<file path="config.mk">
export PLATFORM = sky130hd
export DESIGN_NAME = fw_graph_loader_flat
export DESIGN_NICKNAME = d
export VERILOG_FILES = /design/src/rtl/fw_graph_loader_if.sv /design/src/rtl/fw_graph_loader.sv /design/src/flat_wrapper.sv
export SDC_FILE = /design/constraint.sdc
export NUM_CORES = 1
export LEC_CHECK = 0
export CORE_MARGIN = 10
export CORE_UTILIZATION = 51
export CTS_CLUSTER_DIAMETER = 50
export DETAILED_ROUTE_END_ITERATION = 7
export PLACE_DENSITY = 0.83
export SYNTH_ARGS = -nofsm -noshare
export SYNTH_HDL_FRONTEND = slang
export SYNTH_SLANG_ARGS = --single-unit
</file>
<file path="constraint.sdc">
create_clock -name clock -period 2.75 [get_ports clock]
set_input_delay 0.4125 -clock clock [delete_from_list [all_inputs] [get_ports clock]]
set_output_delay 0.4125 -clock clock [all_outputs]
set_load 0.005 [all_outputs]
</file>
<file path="src/rtl/fw_graph_loader_if.sv">
// Bus bundle between fw_graph_loader and its neighbours.
//   Stream in : s_valid, s_ready, s_data (32-bit distance entries)
//   Avalon-MM : m_address, m_byteenable, m_write, m_writedata, m_waitrequest
//   Kernel    : fw_start/fw_busy (call), fw_graph (argument), fw_done/fw_stall (return)
// modport master is the loader's view; modport slave is the environment's view.
interface fw_graph_loader_if #(
    parameter int ADDR_W = 64
) ();
    logic              s_valid;
    logic              s_ready;
    logic [31:0]       s_data;

    logic [ADDR_W-1:0] m_address;
    logic [7:0]        m_byteenable;
    logic              m_write;
    logic [63:0]       m_writedata;
    logic              m_waitrequest;

    logic              fw_start;
    logic              fw_busy;
    logic [ADDR_W-1:0] fw_graph;
    logic              fw_done;
    logic              fw_stall;

    modport master (
        input  s_valid, s_data, m_waitrequest, fw_busy, fw_done,
        output s_ready, m_address, m_byteenable, m_write, m_writedata,
               fw_start, fw_graph, fw_stall
    );

    modport slave (
        output s_valid, s_data, m_waitrequest, fw_busy, fw_done,
        input  s_ready, m_address, m_byteenable, m_write, m_writedata,
               fw_start, fw_graph, fw_stall
    );
endinterface

</file>
<file path="src/rtl/fw_graph_loader.sv">
// fw_graph_loader: loads an N x N distance matrix from a 32-bit stream,
// packs entry pairs into 64-bit words, writes them to memory over an
// Avalon-MM write master, then launches the floydWarshall kernel with the
// matrix base pointer and reports completion with the kernel cycle count.
// Ports:
//   clock, resetn   : clock, asynchronous active-low reset
//   go, base        : start request (IDLE only) and 8-byte aligned base address
//   bus (master)    : stream input, Avalon-MM write master, kernel call/return
//   busy            : high from accepted go until done
//   done            : one-cycle completion pulse
//   kernel_cycles   : cycles from launch acceptance to kernel return
module fw_graph_loader #(
    parameter int N      = 8,
    parameter int ADDR_W = 64
) (
    input  logic                clock,
    input  logic                resetn,
    input  logic                go,
    input  logic [ADDR_W-1:0]   base,
    fw_graph_loader_if.master   bus,
    output logic                busy,
    output logic                done,
    output logic [31:0]         kernel_cycles
);
    localparam int WORDS = N * N / 2;
    localparam int IDX_W = (WORDS > 1) ? $clog2(WORDS) : 1;
    localparam logic [IDX_W-1:0] LAST_IDX = IDX_W'(WORDS - 1);

    typedef enum logic [2:0] {
        S_IDLE, S_LOAD_LO, S_LOAD_HI, S_WRITE, S_LAUNCH, S_WAIT, S_FINISH
    } state_t;

    state_t            state;
    logic [IDX_W-1:0]  idx;
    logic [ADDR_W-1:0] base_r;
    logic [31:0]       lo;

    // Kernel cycle counter sticks at all-ones instead of wrapping.
    function automatic logic [31:0] sat_inc(input logic [31:0] v);
        return (v == 32'hFFFF_FFFF) ? v : v + 32'd1;
    endfunction

    // kernel_cycles doubles as the live counter: cleared on launch accept,
    // counting through WAIT, frozen on return until the next launch.
    always_ff @(posedge clock or negedge resetn) begin
        if (!resetn) begin
            state            <= S_IDLE;
            idx              <= '0;
            base_r           <= '0;
            lo               <= '0;
            bus.s_ready      <= 1'b0;
            bus.m_address    <= '0;
            bus.m_byteenable <= '0;
            bus.m_write      <= 1'b0;
            bus.m_writedata  <= '0;
            bus.fw_start     <= 1'b0;
            bus.fw_graph     <= '0;
            bus.fw_stall     <= 1'b1;
            busy             <= 1'b0;
            done             <= 1'b0;
            kernel_cycles    <= '0;
        end else begin
            done <= 1'b0;
            case (state)
                S_IDLE: begin
                    if (go) begin
                        base_r      <= base;
                        idx         <= '0;
                        busy        <= 1'b1;
                        bus.s_ready <= 1'b1;
                        state       <= S_LOAD_LO;
                    end
                end
                S_LOAD_LO: begin
                    if (bus.s_valid) begin
                        lo    <= bus.s_data;
                        state <= S_LOAD_HI;
                    end
                end
                S_LOAD_HI: begin
                    // The write request is registered here so it is presented
                    // on the first WRITE cycle with the whole pair in place.
                    if (bus.s_valid) begin
                        bus.s_ready      <= 1'b0;
                        bus.m_write      <= 1'b1;
                        bus.m_address    <= base_r + (ADDR_W'(idx) << 3);
                        bus.m_byteenable <= 8'hFF;
                        bus.m_writedata  <= {bus.s_data, lo};
                        state            <= S_WRITE;
                    end
                end
                S_WRITE: begin
                    if (!bus.m_waitrequest) begin
                        bus.m_write      <= 1'b0;
                        bus.m_byteenable <= 8'h00;
                        if (idx == LAST_IDX) begin
                            bus.fw_start <= 1'b1;
                            bus.fw_graph <= base_r;
                            state        <= S_LAUNCH;
                        end else begin
                            idx         <= idx + 1'b1;
                            bus.s_ready <= 1'b1;
                            state       <= S_LOAD_LO;
                        end
                    end
                end
                S_LAUNCH: begin
                    if (!bus.fw_busy) begin
                        bus.fw_start  <= 1'b0;
                        bus.fw_stall  <= 1'b0;
                        kernel_cycles <= '0;
                        state         <= S_WAIT;
                    end
                end
                S_WAIT: begin
                    if (bus.fw_done) begin
                        bus.fw_stall <= 1'b1;
                        busy         <= 1'b0;
                        done         <= 1'b1;
                        state        <= S_FINISH;
                    end else begin
                        kernel_cycles <= sat_inc(kernel_cycles);
                    end
                end
                S_FINISH: begin
                    state <= S_IDLE;
                end
                default: begin
                    state <= S_IDLE;
                end
            endcase
        end
    end
endmodule

</file>
<file path="src/flat_wrapper.sv">
// flat-port wrapper written by rule: the top's interface ports become plain ports
module fw_graph_loader_flat 
#(
    parameter int N      = 8,
    parameter int ADDR_W = 64
)
  (clock, resetn, go, base, busy, done, kernel_cycles, bus_s_valid, bus_s_data, bus_m_waitrequest, bus_fw_busy, bus_fw_done, bus_s_ready, bus_m_address, bus_m_byteenable, bus_m_write, bus_m_writedata, bus_fw_start, bus_fw_graph, bus_fw_stall);
  fw_graph_loader_if #(.ADDR_W(ADDR_W)) bus_i ();
  input  logic clock;
  input  logic resetn;
  input  logic go;
  input  logic [ADDR_W-1:0] base;
  output logic busy;
  output logic done;
  output logic [31:0] kernel_cycles;
  input wire logic [$bits(bus_i.s_valid)-1:0] bus_s_valid;
  input wire logic [$bits(bus_i.s_data)-1:0] bus_s_data;
  input wire logic [$bits(bus_i.m_waitrequest)-1:0] bus_m_waitrequest;
  input wire logic [$bits(bus_i.fw_busy)-1:0] bus_fw_busy;
  input wire logic [$bits(bus_i.fw_done)-1:0] bus_fw_done;
  output wire logic [$bits(bus_i.s_ready)-1:0] bus_s_ready;
  output wire logic [$bits(bus_i.m_address)-1:0] bus_m_address;
  output wire logic [$bits(bus_i.m_byteenable)-1:0] bus_m_byteenable;
  output wire logic [$bits(bus_i.m_write)-1:0] bus_m_write;
  output wire logic [$bits(bus_i.m_writedata)-1:0] bus_m_writedata;
  output wire logic [$bits(bus_i.fw_start)-1:0] bus_fw_start;
  output wire logic [$bits(bus_i.fw_graph)-1:0] bus_fw_graph;
  output wire logic [$bits(bus_i.fw_stall)-1:0] bus_fw_stall;
  assign bus_i.s_valid = bus_s_valid;
  assign bus_i.s_data = bus_s_data;
  assign bus_i.m_waitrequest = bus_m_waitrequest;
  assign bus_i.fw_busy = bus_fw_busy;
  assign bus_i.fw_done = bus_fw_done;
  assign bus_s_ready = bus_i.s_ready;
  assign bus_m_address = bus_i.m_address;
  assign bus_m_byteenable = bus_i.m_byteenable;
  assign bus_m_write = bus_i.m_write;
  assign bus_m_writedata = bus_i.m_writedata;
  assign bus_fw_start = bus_i.fw_start;
  assign bus_fw_graph = bus_i.fw_graph;
  assign bus_fw_stall = bus_i.fw_stall;
  fw_graph_loader #(.N(N), .ADDR_W(ADDR_W)) u_core (.clock(clock), .resetn(resetn), .go(go), .base(base), .bus(bus_i), .busy(busy), .done(done), .kernel_cycles(kernel_cycles));
endmodule
</file>
### Word level (Yosys, flattened, before mapping)

Cells that the tools add are included.

* register bits after elaboration: 342
* latch bits: 0
* memory bits (writable): 0
* ROM bits: 0
* input port bits: 103
* output and inout bits: 238
* word-level logic and storage cells: 92
* memories: 0

* $add $sub $neg: 3
* $mul: 0
* divide/modulo/power cells: 0
* $lt $le $gt $ge: 0
* equal/unequal tests: 17
* shifts and indexed selects: 0
* muxes and demuxes: 37
* bitwise gates (word level): 1
* reduce and logical (&&, ||, !) cells: 19

Operators with widths (count)
* 2-to-1 mux 32 bit: 3
* adder 64 x 8 -> 64 bit: 1
* case mux 32 bit (2 select lines): 1
* adder 32 x 1 -> 32 bit (second input constant): 1
* == test 32 bit (second input constant): 1
* 2-to-1 mux 3 bit: 7
* != test 2 bit (second input constant): 9
* case mux 3 bit (6 select lines): 1
* 2-to-1 mux 8 bit: 2
* case mux 8 bit (2 select lines): 1
* 2-to-1 mux 5 bit: 3
* 2-to-1 mux 1 bit: 13
* AND reduction 3 bit: 4
* AND reduction 4 bit: 3
* case mux 5 bit (2 select lines): 1
* nonzero test 2 bit: 5
* case mux 1 bit (2 select lines): 4
* == test 3 x 2 -> 1 bit (second input constant): 2
* == test 3 bit (second input constant): 2
* AND reduction 2 bit: 3
* AND reduction 6 bit: 1
* adder 5 x 1 -> 5 bit (second input constant): 1
* == test 5 bit (second input constant): 1
* AND reduction 5 bit: 1
* 6 further kinds: 6

### Longest topological paths before layout

* word-level depth: 4
* gate-level depth with buffers: 9
* depth with buffers taken out: 8

### Least setup slack after synthesis

OpenSTA, ideal clock, no wires.

* path kind: register -> register
* from: reg u_core.idx[0]
* to: reg u_core.bus.m_address[47]
* setup time: 0.120 ns
* data arrival time: 2.335 ns
* data required time: 2.630 ns
* setup slack: 0.295 ns
* stages on the path, launching flop included: 10
* path buffers: 2
* clock period less this slack: 2.455 ns
* cell sequence: dfrtp_1 > ha_1 > fa_1 > a211o_1 > a21oi_1 > clkbuf_1 > clkbuf_1 > nor4_1 > mux2i_1 > nand2_1

* word-level cells in the longest chain between the ends: 1

RTL lines
* from (decl): RTL line fw_graph_loader.sv:34 `logic [IDX_W-1:0] idx;`
* from (signal assigned): RTL line fw_graph_loader.sv:101 `idx <= idx + 1'b1;`
* adder 64 x 8 -> 64 bit: RTL line fw_graph_loader.sv:86 `bus.m_address <= base_r + (ADDR_W'(idx) << 3);`
* to (signal assigned): RTL line fw_graph_loader.sv:86
* to (decl): RTL line fw_graph_loader_if.sv:27 `output s_ready, m_address, m_byteenable, m_write, m_writedata,`

No other way between the ends.
A chain may end at the register's enable or synchronous reset.

### Final worst setup path

* from: reg u_core.idx[1]
* to: reg u_core.bus.m_address[22]

Same word-level chain as after synthesis.

==> results.toml <==
[synthesis]
netlist.area_leader.share_pct = 55.6
avgSynthCellArea_um2 = 10.7
syn_area_um2 = 15000
synth_flop_cell = "dfrtp_1"
synth_seq_cells = 334
syn_nets = 1519
synth_commonest_cells = "dfrtp_1, nand2_1, mux2_2"
synth_edf_count = 0
synth_area_leaders = "dfrtp_1, mux2_2, nand2_1"
async_flop_share_pct = 100
synthCells = 1407
yosysMostFrequentCell = "dfrtp_1"
yosysTopAreaCell = "dfrtp_1"
synth-seq-area-share_pct = 55.7
yosys_warnings = 0
ys_types = 63

[sta]
finalCritPeriodShare_pct = 93.7
fin_ws_ns = 0.173
period_needed_ns = 2.58
finalSetupTns_ns = 0
setup_viol = 0
tightest_slew_ns = 0.782
max_freq_mhz = 388
drv_slew = 0
finClkSkew_ns = 0.0183
slew-limit-headroom_pct = 46.5
finalHoldViolations = 0
rsz0062_at_grt = "no"

[floorplan]
rows = 62
die_h_um = 191
core_um2 = 28900
die_x_um = 191
initial_core_util_pct = 52.0
io_pins = 341
die-area_um2 = 36700

[routing]
vias = 12292
vias_per_cell = 5.72
drc_errors = 0
drt_iter0_markers = 1042
detail_route.wl_per_cell_um = 20.6
drt_pass1_iterations = 5
routed_wl_um = 44400
ant_nets = 0

[global_routing]
grt_max_degree = 85
grt_pass1_wl_um = 68600
gr-total-overflow = 0
antenna_found_initial = 1
groute.usage.overall_pct = 23.3
grt_pass1_vias = 12301

[run]
drv_cap = 0

[power_and_ir_drop]
leakagePower_uw = 0.00881
pwr_density_cell_nw_per_um2 = 949
vdd_drop_max_uv = 558
p_total_uw = 19300

[clock_tree]
clk_root_buffer_cell = "clkbuf_16"
cts_buffers = 39
cts_sinks = 334
clkLatencyLatePin_ns = 0.51
cts_tree = "built"
clk_pin_slew_ns = 0.06
htree_num_levels = 2
clockBufferDepth = 3
post_cts_resized = 0

[worst_setup_path]
slowest_delay_ns = 0.75
worstSetupEndpointType = "flip-flop"
cp_data_arrival_time_ns = 2.95
crit_type = "reg2reg"
start_kind = "flip-flop"
path_delay_family = "compound AO/OA/AOI/OAI gates"
crit_buf_inv = 1
cp_slowest_cell = "a2111oi_0"
required_ns = 3.12
crit_chain = "ha_1 > a21oi_1 > nand4b_1 > buf_4 > a2111oi_0 > xnor2_1 > o21ai_0"
crit_fanout = 15

[worst_hold_path]
hp-class = "in2async"

[place]
dp_worst_setup_slack_ns = 0.161
dpl.hpwl_um = 31900
finalWeightedCongestion = 0.890
place_inst = 2080
port_buffers = 340

[finish]
fin_util_pct = 70.3
final_nets = 1850
finalNonFillerCells = 2149
fill_cells = 2013
area_delta_synth_final_pct = 35.3
drive_above_1_share_pct = 16.2

[status]
status = "finished clean"
-- cells by family after synthesis --
group	count (synthesis)	synth area share, %
compound gates	195	8.10
buf+inv	105	2.98
fa+ha+maj	9	0.801
simple gates	562	17.8
mux	173	12.9
xor+xnor	29	1.69
flops	334	55.7
-- power breakdown --
group / internal (µW) / switching, µW
registers: 6580 / 1550
clock network: 2920 / 2010
logic: 3500 / 2720
total: 13000 / 6280
-- worst paths after layout --
kind	startpoint	depth (start not counted)	endpoint	slack, ns
setup / recovery	u_core.idx[1]$_DFFE_PN0P_	7	u_core.bus.m_address[22]$_DFFE_PN0P_	0.17
hold / removal	resetn	2	u_core.bus.fw_graph[21]$_DFFE_PN0P_	0.42
setup reg to reg	u_core.idx[1]$_DFFE_PN0P_	7	u_core.bus.m_address[22]$_DFFE_PN0P_	0.17
hold reg to reg	u_core.lo[29]$_DFFE_PN0P_	2	u_core.bus.m_writedata[29]$_DFFE_PN0P_	0.46
max in group asynchronous	resetn	3	u_core.kernel_cycles[31]$_DFFE_PN0P_	1.53
min in group clock	bus_s_data[5]	3	u_core.bus.m_writedata[37]$_DFFE_PN0P_	0.46
-- through the flow --
stage	instance area, µm²	hold WS, ns
finish	20300	0.420
global route	20300	0.439
CTS	20300	0.430
detailed placement	19100	0.377
global placement	19100	0.370
floorplan	15000	0.117
-- cells in the final DEF, fill, tap and decap left out, types with 4 or more instances in the layout --
cell type / n
nor3_1: 12
nand2b_1: 4
clkbuf_16: 39
nor4b_1: 4
ha_1: 8
nand3b_1: 4
o31a_1: 5
mux2_2: 161
nand4_1: 28
mux2i_1: 12
buf_4: 31
clkbuf_8: 7
nor4_1: 15
clkdlybuf4s50_1: 339
nand2_1: 303
a211oi_1: 6
a21oi_1: 24
a2111oi_0: 7
xor2_1: 4
nand3_1: 54
o21ai_0: 81
xnor2_1: 25
or4_1: 13
clkbuf_1: 8
inv_6: 5
buf_12: 14
dfrtp_1: 333
and4_1: 10
a31oi_1: 30
nor2_1: 49
nor2b_1: 5
or3_1: 7
inv_1: 9
o31ai_1: 19
and3_1: 17
and2_1: 15
-- cell type report --
type	instances	area (µm²)	area share, %
antenna	2	5.00	0.0247
clock buffer	54	1100	5.43
clock inverter	12	120	0.592
inverter	9	33.8	0.166
multi-input combinational	968	6260	30.9
sequential	334	8360	41.2
tap	384	480	2.37
timing repair buffer	386	3930	19.4
-- state kept, by name (all words and copies together), names as in the netlist --
name,count
u_core.base_r,64
u_core.bus.fw_graph,64
u_core.bus.fw_stall,1
u_core.bus.fw_start,1
u_core.bus.m_address,64
u_core.bus.m_byteenable,1
u_core.bus.m_writedata,64
u_core.bus.s_ready,1
u_core.busy,1
u_core.done,1
u_core.idx,5
u_core.kernel_cycles,32
u_core.lo,32
u_core.state,3
-- layer usage --
layer	share of wire [%]	global-route usage, %
met4	2.7	7.12
met2	48	38.6
met5	0	0
met3	8.9	6.98
met1	40	28.7
-- worst register-to-register path, stage by stage (launching register included) --
cell and delay (ns):
dfrtp_1 0.44, ha_1 0.30, a21oi_1 0.08, nand4b_1 0.30, buf_4 0.28, a2111oi_0 0.75
xnor2_1 0.19, o21ai_0 0.09
-- what timing repair did --
action	CTS	global route
hold buffers	1	0
buffers inserted	0	0
hold endpoints to repair	47	0
Power figures use the tool's default switching activity.
